### config.mk
export PLATFORM = sky130hd
export DESIGN_NAME = capture_scheduler
export DESIGN_NICKNAME = d
export VERILOG_FILES = /design/src/rtl/audio_sched_pkg.sv /design/src/rtl/sched_timeout_ctr.sv /design/src/rtl/capture_scheduler.sv
export SDC_FILE = /design/constraint.sdc
export NUM_CORES = 1
export LEC_CHECK = 0
export CAP_MARGIN = 30
export CORE_MARGIN = 10
export CORE_UTILIZATION = 51
export DETAILED_ROUTE_END_ITERATION = 10
export PLACE_DENSITY = 0.82
export SYNTH_ARGS = -nofsm -noshare
export SYNTH_HDL_FRONTEND = slang
export SYNTH_SLANG_ARGS = --single-unit
### constraint.sdc
create_clock -name clk_25 -period 5.1 [get_ports clk_25]
set_input_delay 1.275 -clock clk_25 [delete_from_list [all_inputs] [get_ports clk_25]]
set_output_delay 1.275 -clock clk_25 [all_outputs]
set_load 0.02 [all_outputs]
### src/rtl/audio_sched_pkg.sv
// Shared types and constants for the frame-synchronous audio capture scheduler.
package audio_sched_pkg;

    typedef enum logic [2:0] {
        ST_IDLE   = 3'd0,
        ST_SAMPLE = 3'd1,
        ST_FFT    = 3'd2,
        ST_HOLD   = 3'd3,
        ST_COMMIT = 3'd4
    } sched_state_t;

    localparam int DEFAULT_TIMEOUT_CYC = 2000000;
    localparam int DROP_CNT_W          = 8;

    function automatic logic [DROP_CNT_W-1:0] sat_inc_drop(input logic [DROP_CNT_W-1:0] v);
        return (&v) ? v : v + DROP_CNT_W'(1);
    endfunction

endpackage

### src/rtl/sched_timeout_ctr.sv
// Stage watchdog: counts cycles since the last clear and flags the final allowed cycle.
module sched_timeout_ctr
    import audio_sched_pkg::*;
#(
    parameter int TIMEOUT_CYC = DEFAULT_TIMEOUT_CYC,
    parameter int TO_W        = $clog2(TIMEOUT_CYC + 1)
) (
    input  logic clk_25,
    input  logic rst,
    input  logic clear,
    input  logic en,
    output logic expired
);

    logic [TO_W-1:0] cnt;

    always_ff @(posedge clk_25) begin
        if (rst || clear) begin
            cnt <= '0;
        end else if (en) begin
            cnt <= cnt + TO_W'(1);
        end
    end

    assign expired = (cnt == TO_W'(TIMEOUT_CYC - 1));

endmodule

### src/rtl/capture_scheduler.sv
// Frame-synchronous sequencer: sample -> FFT -> hold until vblank -> commit.
// Define SCHED_FFT_BYPASS_EN to skip the FFT stage (raw-sample bring-up).
module capture_scheduler
    import audio_sched_pkg::*;
#(
    parameter int FRAME_DIV   = 1,
    parameter int TIMEOUT_CYC = DEFAULT_TIMEOUT_CYC
) (
    input  logic                  clk_25,
    input  logic                  rst,
    input  logic                  enable,
    input  logic                  vsync,
    input  logic                  in_vblank,
    output logic                  samp_start,
    input  logic                  samp_done,
    output logic                  fft_start,
    input  logic                  fft_done,
    output logic                  commit,
    output logic                  busy,
    output logic                  timeout_err,
    output logic [DROP_CNT_W-1:0] frames_dropped,
    input  logic                  err_clr,
    output logic [2:0]            state_o
);

    localparam int TO_W  = $clog2(TIMEOUT_CYC + 1);
    localparam int DIV_W = (FRAME_DIV > 1) ? $clog2(FRAME_DIV) : 1;
    localparam logic [DIV_W-1:0] DIV_MAX = DIV_W'(FRAME_DIV - 1);

    sched_state_t     state, state_next;
    logic             vsync_q, frame_tick, trigger, first_q;
    logic [DIV_W-1:0] div_cnt;
    logic             samp_ok, fft_ok, to_expired, to_clear, to_en;
    logic             timeout_evt, drop_evt;
    logic             samp_start_d, fft_start_d, commit_d;

    assign frame_tick = vsync_q & ~vsync;
    assign trigger    = frame_tick & (div_cnt == DIV_MAX) & enable;
    // A done seen on the entry cycle may be a stale level from the previous run.
    assign samp_ok    = samp_done & ~first_q;
`ifdef SCHED_FFT_BYPASS_EN
    logic unused_fft_done;
    assign unused_fft_done = fft_done;
    assign fft_ok          = 1'b0;
`else
    assign fft_ok          = fft_done & ~first_q;
`endif
    assign to_clear = (state_next != state);
    assign to_en    = (state == ST_SAMPLE) || (state == ST_FFT);
    assign drop_evt = trigger & (state != ST_IDLE);

    sched_timeout_ctr #(
        .TIMEOUT_CYC(TIMEOUT_CYC),
        .TO_W       (TO_W)
    ) u_timeout (
        .clk_25 (clk_25),
        .rst    (rst),
        .clear  (to_clear),
        .en     (to_en),
        .expired(to_expired)
    );

    always_ff @(posedge clk_25) begin
        if (rst) begin
            state   <= ST_IDLE;
            first_q <= 1'b0;
        end else begin
            state   <= state_next;
            first_q <= (state_next != state);
        end
    end

    always_comb begin
        state_next = state;
        case (state)
            ST_IDLE:   if (trigger) state_next = ST_SAMPLE;
            ST_SAMPLE: begin
                if (samp_ok) begin
`ifdef SCHED_FFT_BYPASS_EN
                    state_next = ST_HOLD;
`else
                    state_next = ST_FFT;
`endif
                end else if (to_expired) begin
                    state_next = ST_IDLE;
                end
            end
`ifndef SCHED_FFT_BYPASS_EN
            ST_FFT: begin
                if (fft_ok)          state_next = ST_HOLD;
                else if (to_expired) state_next = ST_IDLE;
            end
`endif
            ST_HOLD:   if (in_vblank) state_next = ST_COMMIT;
            ST_COMMIT: state_next = ST_IDLE;
            default:   state_next = ST_IDLE;
        endcase
    end

    always_comb begin
        samp_start_d = (state == ST_IDLE) && (state_next == ST_SAMPLE);
`ifdef SCHED_FFT_BYPASS_EN
        fft_start_d  = 1'b0;
`else
        fft_start_d  = (state != ST_FFT) && (state_next == ST_FFT);
`endif
        commit_d     = (state_next == ST_COMMIT);
        timeout_evt  = to_expired && (((state == ST_SAMPLE) && !samp_ok) ||
                                      ((state == ST_FFT) && !fft_ok));
    end

    always_ff @(posedge clk_25) begin
        if (rst) begin
            vsync_q        <= 1'b1;
            div_cnt        <= DIV_MAX;
            samp_start     <= 1'b0;
            fft_start      <= 1'b0;
            commit         <= 1'b0;
            timeout_err    <= 1'b0;
            frames_dropped <= '0;
        end else begin
            vsync_q    <= vsync;
            samp_start <= samp_start_d;
            fft_start  <= fft_start_d;
            commit     <= commit_d;
            // Parking the divider at its terminal value makes the first tick after enable capture.
            if (!enable)         div_cnt <= DIV_MAX;
            else if (frame_tick) div_cnt <= (div_cnt == DIV_MAX) ? '0 : div_cnt + DIV_W'(1);
            if (timeout_evt)  timeout_err <= 1'b1;
            else if (err_clr) timeout_err <= 1'b0;
            if (drop_evt)     frames_dropped <= err_clr ? DROP_CNT_W'(1) : sat_inc_drop(frames_dropped);
            else if (err_clr) frames_dropped <= '0;
        end
    end

    assign busy    = (state != ST_IDLE);
    assign state_o = state;

endmodule

Word-level counts from Yosys, hierarchy flattened

Cells that the tools add are included.
W data, S select, Z words.

Add/sub/neg operators: 3
Multiply operators: 0
Div/mod/pow operators: 0
Order comparisons: 0
Eq/ne operators: 10
Shift operators: 0
Mux-type cells: 13
Bitwise operators: 10
Reductions and logical operators: 17

Operators by type and width:

| operator                | number |
|---|---|
| $mux W8                 | 4 |
| $add A21 B1 Y21 const B | 1 |
| $eq A21 B21 Y1 const B  | 1 |
| $mux W3                 | 5 |
| $pmux W3 S4             | 1 |
| $eq A3 B2 Y1 const B    | 3 |
| $add A8 B1 Y8 const B   | 1 |
| $reduce_and A8 Y1       | 1 |
| $and A1 B1 Y1           | 6 |
| $eq A3 B1 Y1 const B    | 2 |
| $logic_and A1 B1 Y1     | 5 |
| $not A1 Y1              | 4 |
| $reduce_bool A2 Y1      | 2 |
| $eq A3 B3 Y1 const B    | 1 |
| $logic_not A3 Y1        | 1 |
| $logic_or A1 B1 Y1      | 3 |
| $mux W1                 | 3 |
| $ne A3 B2 Y1 const B    | 1 |
| $ne A3 B3 Y1            | 1 |
| $reduce_bool A3 Y1      | 1 |
| $logic_not A1 Y1        | 2 |
| $ne A2 B2 Y1 const B    | 1 |
| $reduce_and A2 Y1       | 1 |
| $reduce_or A2 Y1        | 1 |
| $add A1 B1 Y1 const B   | 1 |

Flip-flop bits (word level): 39
Latch bits: 0
Bits in writable memories: 0
Bits in read-only memories: 0
Input bits: 8
Output and inout bits: 16
Word-level logic and storage cells: 63
Memories kept: 0

Longest topological paths before layout

Depth in word-level cells: 8
Mapped depth: 7
Mapped depth without buffers: 6

Hierarchy

From an unflattened synthesis, not the netlist that was laid out.

Cells, all modules: 218
Area, all modules: 1899.3 um^2

By module, submodules not included:

| module            | times used | cells each | area an instance (um^2) | seq. area each (um^2) |
|---|---|---|---|---|
| sched_timeout_ctr | 1          | 122        | 1024.7                  | 420.4 |
| capture_scheduler | 1          | 96         | 874.6                   | 340.3 |

Worst setup path before layout

Ideal clock, no wire load.

Path kind: input-to-reg
Start: input enable
End: register u_timeout.cnt[3]
Library setup time: 0.070 ns
Arrival: 2.483 ns
Data required time: 5.030 ns
Path slack: 2.547 ns
Stages on the path: 5
Buffers on the path: 1
Cell sequence: and3b_1 -> a2111o_1 -> or3_4 -> buf_6 -> a21oi_1

Cells in the longest elaborated chain, start to end: 5

Ends and longest elaborated chain:

| element              | line                    | text |
|---|---|---|
| from (decl)          | capture_scheduler.sv:11 | `input logic enable,` |
| $and A1 B1 Y1        | capture_scheduler.sv:38 | `assign trigger = frame_tick & (div_cnt == DIV_MAX) & enable;` |
| $mux W3              | capture_scheduler.sv:76 | `ST_IDLE: if (trigger) state_next = ST_SAMPLE;` |
| $pmux W3 S4          | capture_scheduler.sv:75 | `case (state)` |
| $ne A3 B3 Y1         | capture_scheduler.sv:48 | `assign to_clear = (state_next != state);` |
| $logic_or A1 B1 Y1   | sched_timeout_ctr.sv:18 | `if (rst \|\| clear) begin` |
| to (signal assigned) | sched_timeout_ctr.sv:21 | `cnt <= cnt + TO_W'(1);` |
| to (decl)            | sched_timeout_ctr.sv:15 | `logic [TO_W-1:0] cnt;` |

No other way between the ends.
A chain may end at the register's enable or synchronous reset.

Final worst setup path

Start: register state[0], in the netlist state_o[0]
End: output busy

Cells in the longest elaborated chain, start to end: 1

Ends and longest elaborated chain:

| element                | line                     | text |
|---|---|---|
| from (decl)            | capture_scheduler.sv:30  | `sched_state_t state, state_next;` |
| from (signal assigned) | capture_scheduler.sv:68  | `state <= state_next;` |
| $reduce_bool A3 Y1     | capture_scheduler.sv:136 | `assign busy = (state != ST_IDLE);` |
| to (decl)              | capture_scheduler.sv:19  | `output logic busy,` |

No other way between the ends.

==> impl_metrics.yaml <==
clocking:
  cts.sink_count: 38
  clock-root-buffer: "clkbuf_8"
  cts_max_path_buffers: 2
  clk_latency_ns: 0.29
  cts_setup_buffers: 0
  cts_hold_buf: 0
  cts_max_level: 2
  clkTransAtPathRegs_ns: 0.08
  cts_buffers: 5
  cts_tree: "yes"
  ctsResizeCount: 0
pwr:
  p_total_w: 0.000611
  power_density_nw_per_um2: 270
  p_leak_nw: 0.705
  vdd_drop_max_mv: 0.174
synth:
  synth_most_common_cell: "dfxtp_1"
  synth_edf_count: 0
  async_flop_share: 0
  synth_cell_type_count: 43
  synth_top_cell_area_share: 0.397
  synth_area_leaders: "dfxtp_1, xnor2_1, a21oi_1"
  syn_nets: 234
  avgSynthCellArea_um2: 8.56
  synth_ff_type: "dfxtp_1"
  ys_seq_area_frac: 0.397
  synthCells: 224
  yosys_warnings: 0
  netlist_area_um2: 1920
  synth_commonest_cells: "dfxtp_1, a21oi_1, xnor2_1"
  ys_seq_elements: 38
  yosysTopAreaCell: "dfxtp_1"
floorplan:
  ios: 24
  die-area_um2: 6610
  die_width_um: 81.3
  start_util: 0.524
  die_h_um: 81.3
  coreArea_um2: 3660
  row_count: 22
routing:
  drt_iter0_drc: 86
  wl_per_cell_um: 14.0
  drt-total-wl_um: 4090
  first_pass_iters: 4
  ant_nets: 0
  routed_via_density: 5.64
  drc: 0
  via_count: 1646
sta:
  clock.fmax_mhz: 324
  post-route-min-period_ns: 3.09
  fin_skew_ns: 0.00472
  setup_viol: 0
  tightest_slew_ns: 0.774
  finalSetupTns_ns: 0
  final.setup.worst_slack_ns: 2.01
  slew_violations: 0
  hold_violations: 0
  relSlewSlack: 0.482
  rsz0062_at_grt: "no"
  fin_crit_sh: 0.606
run_status:
  outcome: "completed"
cells_and_area:
  drive_above_1_share: 0.0615
  area_growth_pct: 18.1
  antenna_cells: 0
  final_cells: 292
  fillerInstances: 324
  num-nets-final: 253
  final_cell_area_um2: 2270
global_route:
  grt_overflow_total: 0
  grt_pass1_wl_um: 6880
  grt_pass1_vias: 1528
  grtUsageTotal: 0.128
  grt_max_degree: 22
  antenna_found_initial: 0
place:
  dp_cells: 284
  dp_hpwl_um: 2890
  placed_area_um2: 2150
  place_ws_ns: 1.96
  gp_congestion: 0.785
  io_buffers: 23
min_path:
  hold_depth: 2
  hold_class: "flip-flop to flip-flop"
critical_path:
  cp_max_fo: 16
  crit_type: "flip-flop to primary output"
  reg2reg_depth: 6
  startpoint_type: "flip-flop"
  critical_path_arrival_ns: 1.82
  worst_setup_path_end_kind: "primary output"
  required_ns: 3.83
run:
  drv_cap: 0
[flip-flops by register name (all words and copies together), names as in the netlist]
name and cells:
state_o 3, frames_dropped 8, samp_start 1, timeout_err 1, fft_start 1, commit 1, vsync_q 1, first_q 1
u_timeout.cnt 21
[logic make-up (layout without fill, tap and decap cells)]
kind of cell,count (synthesis),in the layout,synth area share
AOI/OAI and AO/OA,45,45,0.141
xor gates and xnor gates,25,25,0.114
adders and majority gates,2,2,0.0130
buffers and inverters,20,40,0.0489
DFF,38,38,0.397
muxes,3,3,0.0157
and+or+nand+nor,91,91,0.271
[where the power goes]
| part | total, W | internal, W | leakage (nW) | switching [W] |
|---|---|---|---|---|
| clock network | 0.000251 | 0.000145 | 0.0504 | 0.000105 |
| logic | 0.0000537 | 0.0000247 | 0.348 | 0.0000290 |
| registers | 0.000306 | 0.000301 | 0.307 | 0.00000573 |
| total | 0.000611 | 0.000471 | 0.705 | 0.000140 |
[area by class of cell]
cell class / instances / area (um^2) / share of cell area
clock buffer: 5 / 68.8 / 0.0304
inverter: 8 / 30.0 / 0.0133
clock inverter: 3 / 45.0 / 0.0199
multi-input combinational: 166 / 1060 / 0.469
sequential: 38 / 761 / 0.336
tap: 48 / 60.1 / 0.0265
timing repair buffer: 24 / 238 / 0.105
[critical path, stage by stage, from the launching register on]
cell and delay, ns:
dfxtp_1 0.63, or3_1 0.26, clkdlybuf4s50_1 0.63
[path summary, 6_finish.rpt]
kind	start	to	slack [ns]
max	state_o[0]	busy	2.01
max reg2reg	u_timeout.cnt[0]	u_timeout.cnt[1]	2.96
min	timeout_err	timeout_err	0.50
min reg2reg	timeout_err	timeout_err	0.50
[placed cells by master, fill, tap and decap left out, types with 2 or more instances in the layout]
cell              n
or3_1             3
o21ai_0           3
or2_2             2
nand4_1           5
dfxtp_1          38
clkinvlp_4        2
nor3_1           13
nand2_1          11
xnor2_1          21
clkbuf_8          5
and4_1            3
nand2b_1          3
ha_1              2
nor2_1           16
mux2i_1           3
a21oi_1          29
clkdlybuf4s50_1  23
inv_1             7
nand3b_1          3
nor2b_1           4
o211ai_1          2
xor2_1            4
nor4_1            8
nand3_1          10
nor4bb_1          2
a21o_1            2
[per-stage QoR]
stage / hold WS (ns) / util
finish: 0.499 / 0.619
global route: 0.511 / 0.619
CTS: 0.500 / 0.619
detailed placement: 0.482 / 0.588
global placement: 0.476 / 0.588
floorplan: 0.504 / -
[routing by layer]
layer / track usage / wire length, um / vias up
li1: - / - / 838
met1: 0.144 / 1830 / 758
met2: 0.218 / 1960 / 40
met3: 0.0397 / 224 / 10
met4: 0.0554 / 70 / 0
met5: 0 / 0 / -
No activity file was read; power rests on OpenSTA's default activity.
